**src/rtl/adder_scheduler.sv**
```systemverilog
// adder_scheduler: round-robin arbiter sharing one registered adder between
// NUM_REQ requesters. One operation is in flight at a time (IDLE -> CALC -> RESP).
//
// Ports:
//   clk, rst_n           clock (rising edge), async active-low reset
//   req_valid[NUM_REQ]   requester i offers an operand pair
//   req_ready[NUM_REQ]   combinational one-hot grant, IDLE cycle only
//   req_a, req_b         packed operands, requester i at [i*DATA_WIDTH +: DATA_WIDTH]
//   rsp_valid/rsp_ready  response handshake
//   rsp_data             A+B, DATA_WIDTH+1 bits
//   rsp_id               index of the requester that produced rsp_data
//   op_count             completed responses, wrapping 16-bit counter
module adder_scheduler #(
    parameter int unsigned DATA_WIDTH = 4,
    parameter int unsigned NUM_REQ    = 4,
    localparam int unsigned ID_W      = $clog2(NUM_REQ)
) (
    input  logic                            clk,
    input  logic                            rst_n,
    input  logic [NUM_REQ-1:0]              req_valid,
    output logic [NUM_REQ-1:0]              req_ready,
    input  logic [NUM_REQ*DATA_WIDTH-1:0]   req_a,
    input  logic [NUM_REQ*DATA_WIDTH-1:0]   req_b,
    output logic                            rsp_valid,
    input  logic                            rsp_ready,
    output logic [DATA_WIDTH:0]             rsp_data,
    output logic [ID_W-1:0]                 rsp_id,
    output logic [15:0]                     op_count
);

    localparam int unsigned SUM_W = DATA_WIDTH + 1;
    localparam int unsigned CNT_W = 16;

    typedef enum logic [1:0] {
        IDLE = 2'd0,
        CALC = 2'd1,
        RESP = 2'd2
    } state_t;

    state_t                 state;
    state_t                 state_nxt;

    logic [ID_W-1:0]        ptr;
    logic [DATA_WIDTH-1:0]  op_a;
    logic [DATA_WIDTH-1:0]  op_b;
    logic [ID_W-1:0]        op_id;

    logic [DATA_WIDTH-1:0]  a_arr [NUM_REQ];
    logic [DATA_WIDTH-1:0]  b_arr [NUM_REQ];

    logic                   grant_valid;
    logic [ID_W-1:0]        grant_id;
    logic [ID_W-1:0]        scan_idx;

    logic                   accept;
    logic                   calc_en;
    logic                   rsp_done;

    // Unpack the operand buses so the winner can be selected by index
    for (genvar i = 0; i < int'(NUM_REQ); i++) begin : g_unpack
        assign a_arr[i] = req_a[i*DATA_WIDTH +: DATA_WIDTH];
        assign b_arr[i] = req_b[i*DATA_WIDTH +: DATA_WIDTH];
    end

    // Round-robin search: first valid requester at or after ptr, wrapping
    always_comb begin
        grant_valid = 1'b0;
        grant_id    = '0;
        scan_idx    = '0;
        for (int unsigned k = 0; k < NUM_REQ; k++) begin
            scan_idx = ID_W'((32'(ptr) + k) % NUM_REQ);
            if (!grant_valid && req_valid[scan_idx]) begin
                grant_valid = 1'b1;
                grant_id    = scan_idx;
            end
        end
    end

    // State register
    always_ff @(posedge clk or negedge rst_n) begin
        if (!rst_n) begin
            state <= IDLE;
        end else begin
            state <= state_nxt;
        end
    end

    // Next-state logic
    always_comb begin
        state_nxt = state;
        case (state)
            IDLE:    if (grant_valid) state_nxt = CALC;
            CALC:    state_nxt = RESP;
            RESP:    if (rsp_ready) state_nxt = IDLE;
            default: state_nxt = IDLE;
        endcase
    end

    // Output / control decode; req_ready is the only combinational output
    always_comb begin
        req_ready = '0;
        accept    = 1'b0;
        calc_en   = 1'b0;
        rsp_done  = 1'b0;
        case (state)
            IDLE: begin
                if (grant_valid) begin
                    accept    = 1'b1;
                    req_ready = NUM_REQ'(1) << grant_id;
                end
            end
            CALC:    calc_en  = 1'b1;
            RESP:    rsp_done = rsp_ready;
            default: ;
        endcase
    end

    // Operand capture and pointer advance on a grant
    always_ff @(posedge clk or negedge rst_n) begin
        if (!rst_n) begin
            ptr   <= '0;
            op_a  <= '0;
            op_b  <= '0;
            op_id <= '0;
        end else if (accept) begin
            op_a  <= a_arr[grant_id];
            op_b  <= b_arr[grant_id];
            op_id <= grant_id;
            ptr   <= (grant_id == ID_W'(NUM_REQ - 1)) ? '0 : grant_id + ID_W'(1);
        end
    end

    // Adder stage and response registers; rsp_data/rsp_id hold while stalled
    always_ff @(posedge clk or negedge rst_n) begin
        if (!rst_n) begin
            rsp_valid <= 1'b0;
            rsp_data  <= '0;
            rsp_id    <= '0;
            op_count  <= '0;
        end else begin
            if (calc_en) begin
                rsp_data  <= SUM_W'(op_a) + SUM_W'(op_b);
                rsp_id    <= op_id;
                rsp_valid <= 1'b1;
            end else if (rsp_done) begin
                rsp_valid <= 1'b0;
                op_count  <= op_count + CNT_W'(1);
            end
        end
    end

endmodule

```
**config.mk**
```make
export PLATFORM = sky130hd
export DESIGN_NAME = adder_scheduler
export DESIGN_NICKNAME = d
export VERILOG_FILES = /design/src/rtl/adder_scheduler.sv
export SDC_FILE = /design/constraint.sdc
export NUM_CORES = 1
export LEC_CHECK = 0
export CAP_MARGIN = 20
export CORE_MARGIN = 5
export CORE_UTILIZATION = 31
export DETAILED_ROUTE_END_ITERATION = 6
export GPL_TIMING_DRIVEN = 0
export HOLD_SLACK_MARGIN = 0.15
export PLACE_DENSITY_LB_ADDON = 0.3
export SETUP_SLACK_MARGIN = 0.4
export SYNTH_ARGS = -nofsm -noshare
export SYNTH_HDL_FRONTEND = slang
export SYNTH_SLANG_ARGS = --single-unit
```
**constraint.sdc**
```tcl
create_clock -name clk -period 1.8 [get_ports clk]
set_input_delay 0.18 -clock clk [delete_from_list [all_inputs] [get_ports clk]]
set_output_delay 0.18 -clock clk [all_outputs]
set_load 0.02 [all_outputs]
```
==> results of run 1 <==
path summary, 6_finish.rpt:
path                                 to  slack [ns]  cells past startpoint
max                        req_ready[3]       -0.08                      9
min reg2reg                    op_id[0]        0.48                      2
max reg2reg                     op_a[2]        0.10                      8
min in group asynchronous   op_count[3]        0.53                      2
max in group asynchronous        ptr[1]        0.68                      2
min                            op_id[0]        0.48                      2
flip-flops by register name, indices dropped and copies added (netlist names):
| signal | cells |
|---|---|
| rsp_data | 5 |
| rsp_id | 2 |
| ptr | 2 |
| op_count | 16 |
| state | 2 |
| rsp_valid | 1 |
| op_a | 4 |
| op_b | 4 |
| op_id | 2 |
metrics by stage:
step,setup WS [ns],power [mW]
6_report,-0.0782,4.45
5_1_grt,-0.164,4.82
4_1_cts,-0.0872,4.26
3_5_place_dp,-0.801,3.42
3_3_place_gp,-0.797,3.37
2_1_floorplan,0.340,2.71
kinds of logic (layout without fill, tap and decap cells):
family | count (synthesis) | count (layout) | synth area share
buffers and inverters | 19 | 113 | 0.0473
adder cells (fa/ha/maj) | 7 | 7 | 0.0486
flip-flops | 38 | 38 | 0.486
XOR/XNOR | 17 | 17 | 0.0760
multiplexers | 20 | 20 | 0.105
AND/OR/NAND/NOR | 52 | 52 | 0.140
AO/OA/AOI/OAI | 27 | 27 | 0.0978
cell type report:
cell class	instances	area, sq um	area share
Multi-Input combinational cell	123	1170	0.360
Inverter	13	60.1	0.0185
Tap cell	77	96.3	0.0297
Buffer	6	73.8	0.0227
Clock buffer	7	86.3	0.0266
Timing Repair Buffer	86	797	0.246
Sequential cell	38	957	0.295
Clock inverter	1	5.00	0.00154
power groups by stage:
stage                     sequential, mW  clock [mW]  combinational, mW
after floorplan                     1.51           0               1.20
after global placement              1.38           0               1.99
after detailed placement            1.40           0               2.02
after CTS                           1.38       0.628               2.26
after global routing                1.42       0.664               2.74
final                               1.38       0.604               2.47
tightest hold or removal path, stage by stage, from the launching register on:
cell	delay, ns
dfrtp_1	0.34
nand2_1	0.05
o21ai_1	0.06
routing by layer:
metal | up-vias | wire (microns) | GRT usage
li1 | 810 | - | -
met1 | 765 | 2010 | 0.160
met2 | 61 | 2290 | 0.209
met3 | 6 | 466 | 0.0442
met4 | 0 | 43 | 0.0284
met5 | - | 0 | 0
timing repair:
item,in CTS,in global routing
resized for setup,77,34
endpoints found under the setup margin,49,27
pin swaps,13,14
setup buffers,11,8
hold buffers,1,0
endpoints found under the hold margin,38,0
layout by cell type (no fill, tap or decap), types with 4 or more instances in the layout:
cell type         n
mux2i_1          12
xor2_1            5
dlygate4sd2_1    28
ha_1              4
dfrtp_1          33
inv_1             7
nand2_1          19
buf_6             8
dfrtp_2           5
a21oi_2           5
xnor2_1           6
mux2i_2           4
clkbuf_8          6
o221ai_1          6
o21ai_1           4
xnor2_2           5
buf_4            16
nand3_4           4
clkdlybuf4s50_1  33
==> qor.txt, run 1 <==
status: complete, but fails checks
failing checks: negative setup slack
ANT nets after route: 0
EDFF count, synth: 0
maximum clock rate: 532 MHz
final worst slack: -0.0782 ns
area of the die: 8010 sq um
CP startpoint: ptr[0]
Crit. End Element: output port
Crit Path Class: reg -> out
Global Route Usage Sum: 0.127
CTS sink count: 38
Max VDD drop: 0.796 mV
Worst EP arrival: 1.70 ns
power share of the clock group: 0.136
top-count cell post-synth: dfrtp_1
maxcap violations: 0
YS warnings: 0
DRC: 0
FILL cells: 586
synth top area cells: dfrtp_1 49%, mux2i_1 8.2%, xnor2_1 4.9%
Syn Std Cell Area: 1960 sq um
Synth area leader: dfrtp_1
Ports: 67
Startpoint Class: flop
First-pass DRT Iterations: 4
H-tree levels: 2
Final min period: 1.88 ns
Required @ worst endpoint: 1.62 ns
DR WL/cell: 13.7 microns
cell family with most CP delay: flip-flops
area post-placement: 2790 sq um
worst path cell trace: nand2b_4, a21oi_2, a211o_1, buf_8, inv_8, ha_4, inv_4, nor2_4, buf_6
Hold Fails Final Rpt: 0
row cnt: 29
width of the die: 89.5 microns
PortBufs: 66
Finish-stage setup viols: 2
Worst Max-Slew Pin Slew: 0.848 ns
switch share: 0.394
TritonCTS clock tree: built
slowest CP cell: dfrtp_1
Antenna Cells: 0
Post-synth top cells: 38 x dfrtp_1, 21 x nand2_1, 16 x mux2i_1
Final Cell Area: 3250 sq um
Slew HR: 0.434
average via count per standard cell: 4.68
fin nets: 319
first-pass GRT wire length: 7.87 mm
ys async rst share: 1.00
register area share after synthesis: 0.486
TritonCTS Buffers: 5
TNS Setup: -0.112 ns
syn nets: 226
clk_skew: 0.00730 ns
fin crit share: 1.04
P&R area growth vs syn: 65.8%
r2r startpoint: ptr[0]
Synth Flop Type: dfrtp_1
Synth cell types: 37
routability cong.: 0.762
core area: 6240 sq um
clock latency on the worst-skew pair: 0.29 ns
crit path max fanout: 4
Post-Syn Instances: 180
final core occ: 0.520
power density over the cells: 1370 nW/um^2
die height: 89.5 microns
Non-Filler Instances: 351
syn avg cell area: 10.9 sq um
sw power: 1.75 mW
Hold WS: 0.480 ns
Initial Utilization: 0.314
max incr delay on CP: 0.39 ns
Pint: 2.70 mW
post-synthesis register bit count: 38
Critical path buffers and inverters: 4
WL final: 4.81 mm
Hold Path Class: reg -> reg
Sequential Power Share: 0.309
total number of vias: 1642
RSZ-0062 raised after global routing: true
top-area cell type share of the netlist area: 0.486
largest net degree at the start of global routing: 39
initial antenna violation count: 0
HPWL Detailed: 3.45 mm
clk slew on worst S/H paths: 0.07 ns
Root Buffer: clkbuf_8
vias in the first global route: 1637
Hold Path Origin: op_id[0]
Placed Cells: 323
total grt overflow: 0
Logic pwr share: 0.555
leak pwr: 1.59 nW
CTS Buffer Depth: 2
share of layout cells above drive strength 1: 0.347
number of DRC markers in iteration 0: 22
Max Slew Vio Count: 0
Note: power is estimated with default switching activity, not from simulation.
==> run 2: changes to the inputs <==
--- a/config.mk
+++ b/config.mk
@@ -16,3 +16,4 @@
 export SYNTH_ARGS = -nofsm -noshare
 export SYNTH_HDL_FRONTEND = slang
 export SYNTH_SLANG_ARGS = --single-unit
+export TNS_END_PERCENT = 50
==> constraint.sdc (replaced) <==
create_clock -name clk -period 2.4 [get_ports clk]
set_input_delay 0.24 -clock clk [delete_from_list [all_inputs] [get_ports clk]]
set_output_delay 0.24 -clock clk [all_outputs]
set_load 0.02 [all_outputs]
==> run 2 against run 1 <==
Against the previous run:
- the run now ends clean
- count of clock-buffer cells in the layout grew 1
- critical endpoint unchanged
- register-to-register slack gained 0.67 ns
- largest cell class is now registers
- cell count shrank 3.7%
- combinational power is 40% lower
- setup slack improved by 0.50 ns
- critical path depth unchanged
- highest routed layer unchanged
- critical path type unchanged
- non-clock buffer count fell by 13
- die area did not move
- sequential power down 26%
- via count shrank 3.4%
- sequential share of layout area grew 3.7 points
- utilization shrank 6.1 points
==> qor.txt, run 2 (same netlist as run 1, synthesis figures left out) <==
status: complete, no violations
maxcap violations: 0 (unchanged)
final core occ: 0.459 (-0.0609)
fin nets: 306 (-4.1%)
busiest grt layer: met2
Worst Max-Slew Pin Slew: 0.834 ns (-0.0140 ns)
Hold Fails Final Rpt: 0 (unchanged)
vias in the first global route: 1669 (+2.0%)
first-pass GRT wire length: 7.49 mm (-4.7%)
clock latency on the worst-skew pair: 0.28 ns (about the same)
clk slew on worst S/H paths: 0.07 ns (about the same)
DR WL/cell: 12.8 microns (-6.3%)
Root Buffer: clkbuf_8
Worst EP arrival: 1.74 ns (+0.04 ns)
WL final: 4.34 mm (-9.8%)
Crit Path Class: reg -> out
Startpoint Class: flop
R2R cell count: 7 (-1)
met2 GRT Util: 0.204 (-0.00469)
H-tree levels: 2 (unchanged)
total grt overflow: 0 (unchanged)
power density over the cells: 1050 nW/um^2 (-24%)
HPWL Detailed: 3.39 mm (-1.7%)
Max VDD drop: 0.561 mV (-30%)
Ports: 67 (unchanged)
width of the die: 89.5 microns (unchanged)
share of layout cells above drive strength 1: 0.149 (-0.197)
PortBufs: 66 (unchanged)
average via count per standard cell: 4.69 (+0.30%)
TritonCTS Buffers: 5 (unchanged)
crit path max fanout: 4 (unchanged)
Hold Path Class: reg -> reg
P&R area growth vs syn: 46.3%
cell family with most CP delay: flip-flops
Required @ worst endpoint: 2.16 ns (+0.54 ns)
Crit. End Element: output port
core area: 6240 sq um (unchanged)
number of DRC markers in iteration 0: 32 (+45%)
CTS sink count: 38 (unchanged)
Initial Utilization: 0.314 (unchanged)
total number of vias: 1586 (-3.4%)
Max Slew Vio Count: 0 (unchanged)
fin crit share: 0.824
largest net degree at the start of global routing: 39 (unchanged)
met3 usage: 0.0442 (unchanged)
Global Route Usage Sum: 0.119 (-0.00726)
initial antenna violation count: 0 (unchanged)
slowest CP cell: dfrtp_1
area of the die: 8010 sq um (unchanged)
Largest regs: op_count: 16 flops, rsp_data: 5 flops
First-pass DRT Iterations: 4 (unchanged)
ANT nets after route: 0 (unchanged)
Antenna Cells: 0 (unchanged)
DRC: 0 (unchanged)
Critical path buffers and inverters: 4 (unchanged)
Final min period: 1.98 ns
Slew HR: 0.444 (+0.00932)
RSZ-0062 raised after global routing: true
max incr delay on CP: 0.39 ns (about the same)
row cnt: 29 (unchanged)
Critical Path Stages: 9 (unchanged)
die height: 89.5 microns (unchanged)
final worst slack: 0.423 ns (+0.501 ns)
commonest non-fill, non-tap cell in the layout: clkdlybuf4s50_1
worst path cell trace: nand2b_1, a21oi_1, a211o_1, buf_6, inv_2, ha_1, inv_1, nor2_2, buf_4
TritonCTS clock tree: built
most frequent cells in the layout: 57 x clkdlybuf4s50_1, 38 x dfrtp_1, 21 x nand2_1, 16 x mux2i_1, 11 x xnor2_1
maximum clock rate: 506 MHz
routability cong.: 0.713 (-6.5%)
Placement Setup Slack: -0.250 ns (+0.552 ns)
CTS Buffer Depth: 2 (unchanged)
Finish-stage setup viols: 0 (-2)
leak pwr: 1.37 nW (-14%)
met1 Use GR: 0.142 (-0.0176)
clk_skew: 0.00419 ns (-0.00311 ns)
number of flip-flops in the largest register: 16 (unchanged)
hold depth: 1 (-1)
Top reg by flops: op_count
==> run 2: layout make-up <==
type | instances | area [sq um]
Tap cell | 77 | 96.3
Buffer | 6 | 46.3
Multi-Input combinational cell | 123 | 917
Inverter | 13 | 50.0
Fill cell | 603 | 3380
Sequential cell | 38 | 951
Timing Repair Buffer | 73 | 694
Clock buffer | 8 | 110
==> run 2: path summary, 6_finish.rpt <==
kind,startpoint,end,slack (ns)
max reg2reg,ptr[0],op_a[0],0.77
max,ptr[0],req_ready[3],0.42
min reg2reg,op_count[15],op_count[15],0.47
min in group asynchronous,rst_n,op_count[0],0.59
max in group asynchronous,rst_n,op_a[0],1.29
min,op_count[15],op_count[15],0.47
==> run 2: stage by stage <==
step / total power, mW / setup TNS (ns) / hold slack [ns] / std cells / instance area (sq um)
6_report: 3.00 / 0 / 0.472 / 338 / 2870
5_1_grt: 3.26 / 0 / 0.502 / 338 / 2870
4_1_cts: 3.05 / 0 / 0.479 / 337 / 2860
3_5_place_dp: 2.47 / -0.774 / 0.405 / 323 / 2710
3_3_place_gp: 2.45 / -0.729 / 0.461 / 323 / 2720
2_1_floorplan: 1.95 / 0 / -0.0556 / 180 / 1960
==> run 2: layer usage <==
layer / share of wire / vias up
li1: - / 784
met4: 0.0094 / 0
met2: 0.46 / 64
met1: 0.42 / 731
met3: 0.10 / 7
met5: 0 / -
==> run 2: report_power, final <==
group / leakage, nW / internal, mW / switching, mW
Combinational: 0.824 / 0.733 / 0.737
Sequential: 0.487 / 0.861 / 0.163
Clock: 0.0575 / 0.290 / 0.218
==> run 2: worst reg2reg max path, stage by stage (launching register included) <==
cell and delay (ns):
dfrtp_1 0.41, nand2b_1 0.16, a21oi_1 0.13, a211o_1 0.15
buf_6 0.12, buf_4 0.16, mux2i_1 0.24, o221ai_1 0.14
==> run 2: timing repair <==
item	4_1_cts	5_1_grt
setup endpoints to repair	4	3
pin swaps	3	0
setup buffers	5	1
hold buffers	1	0
resized for setup	23	2
hold endpoints to repair	38	0
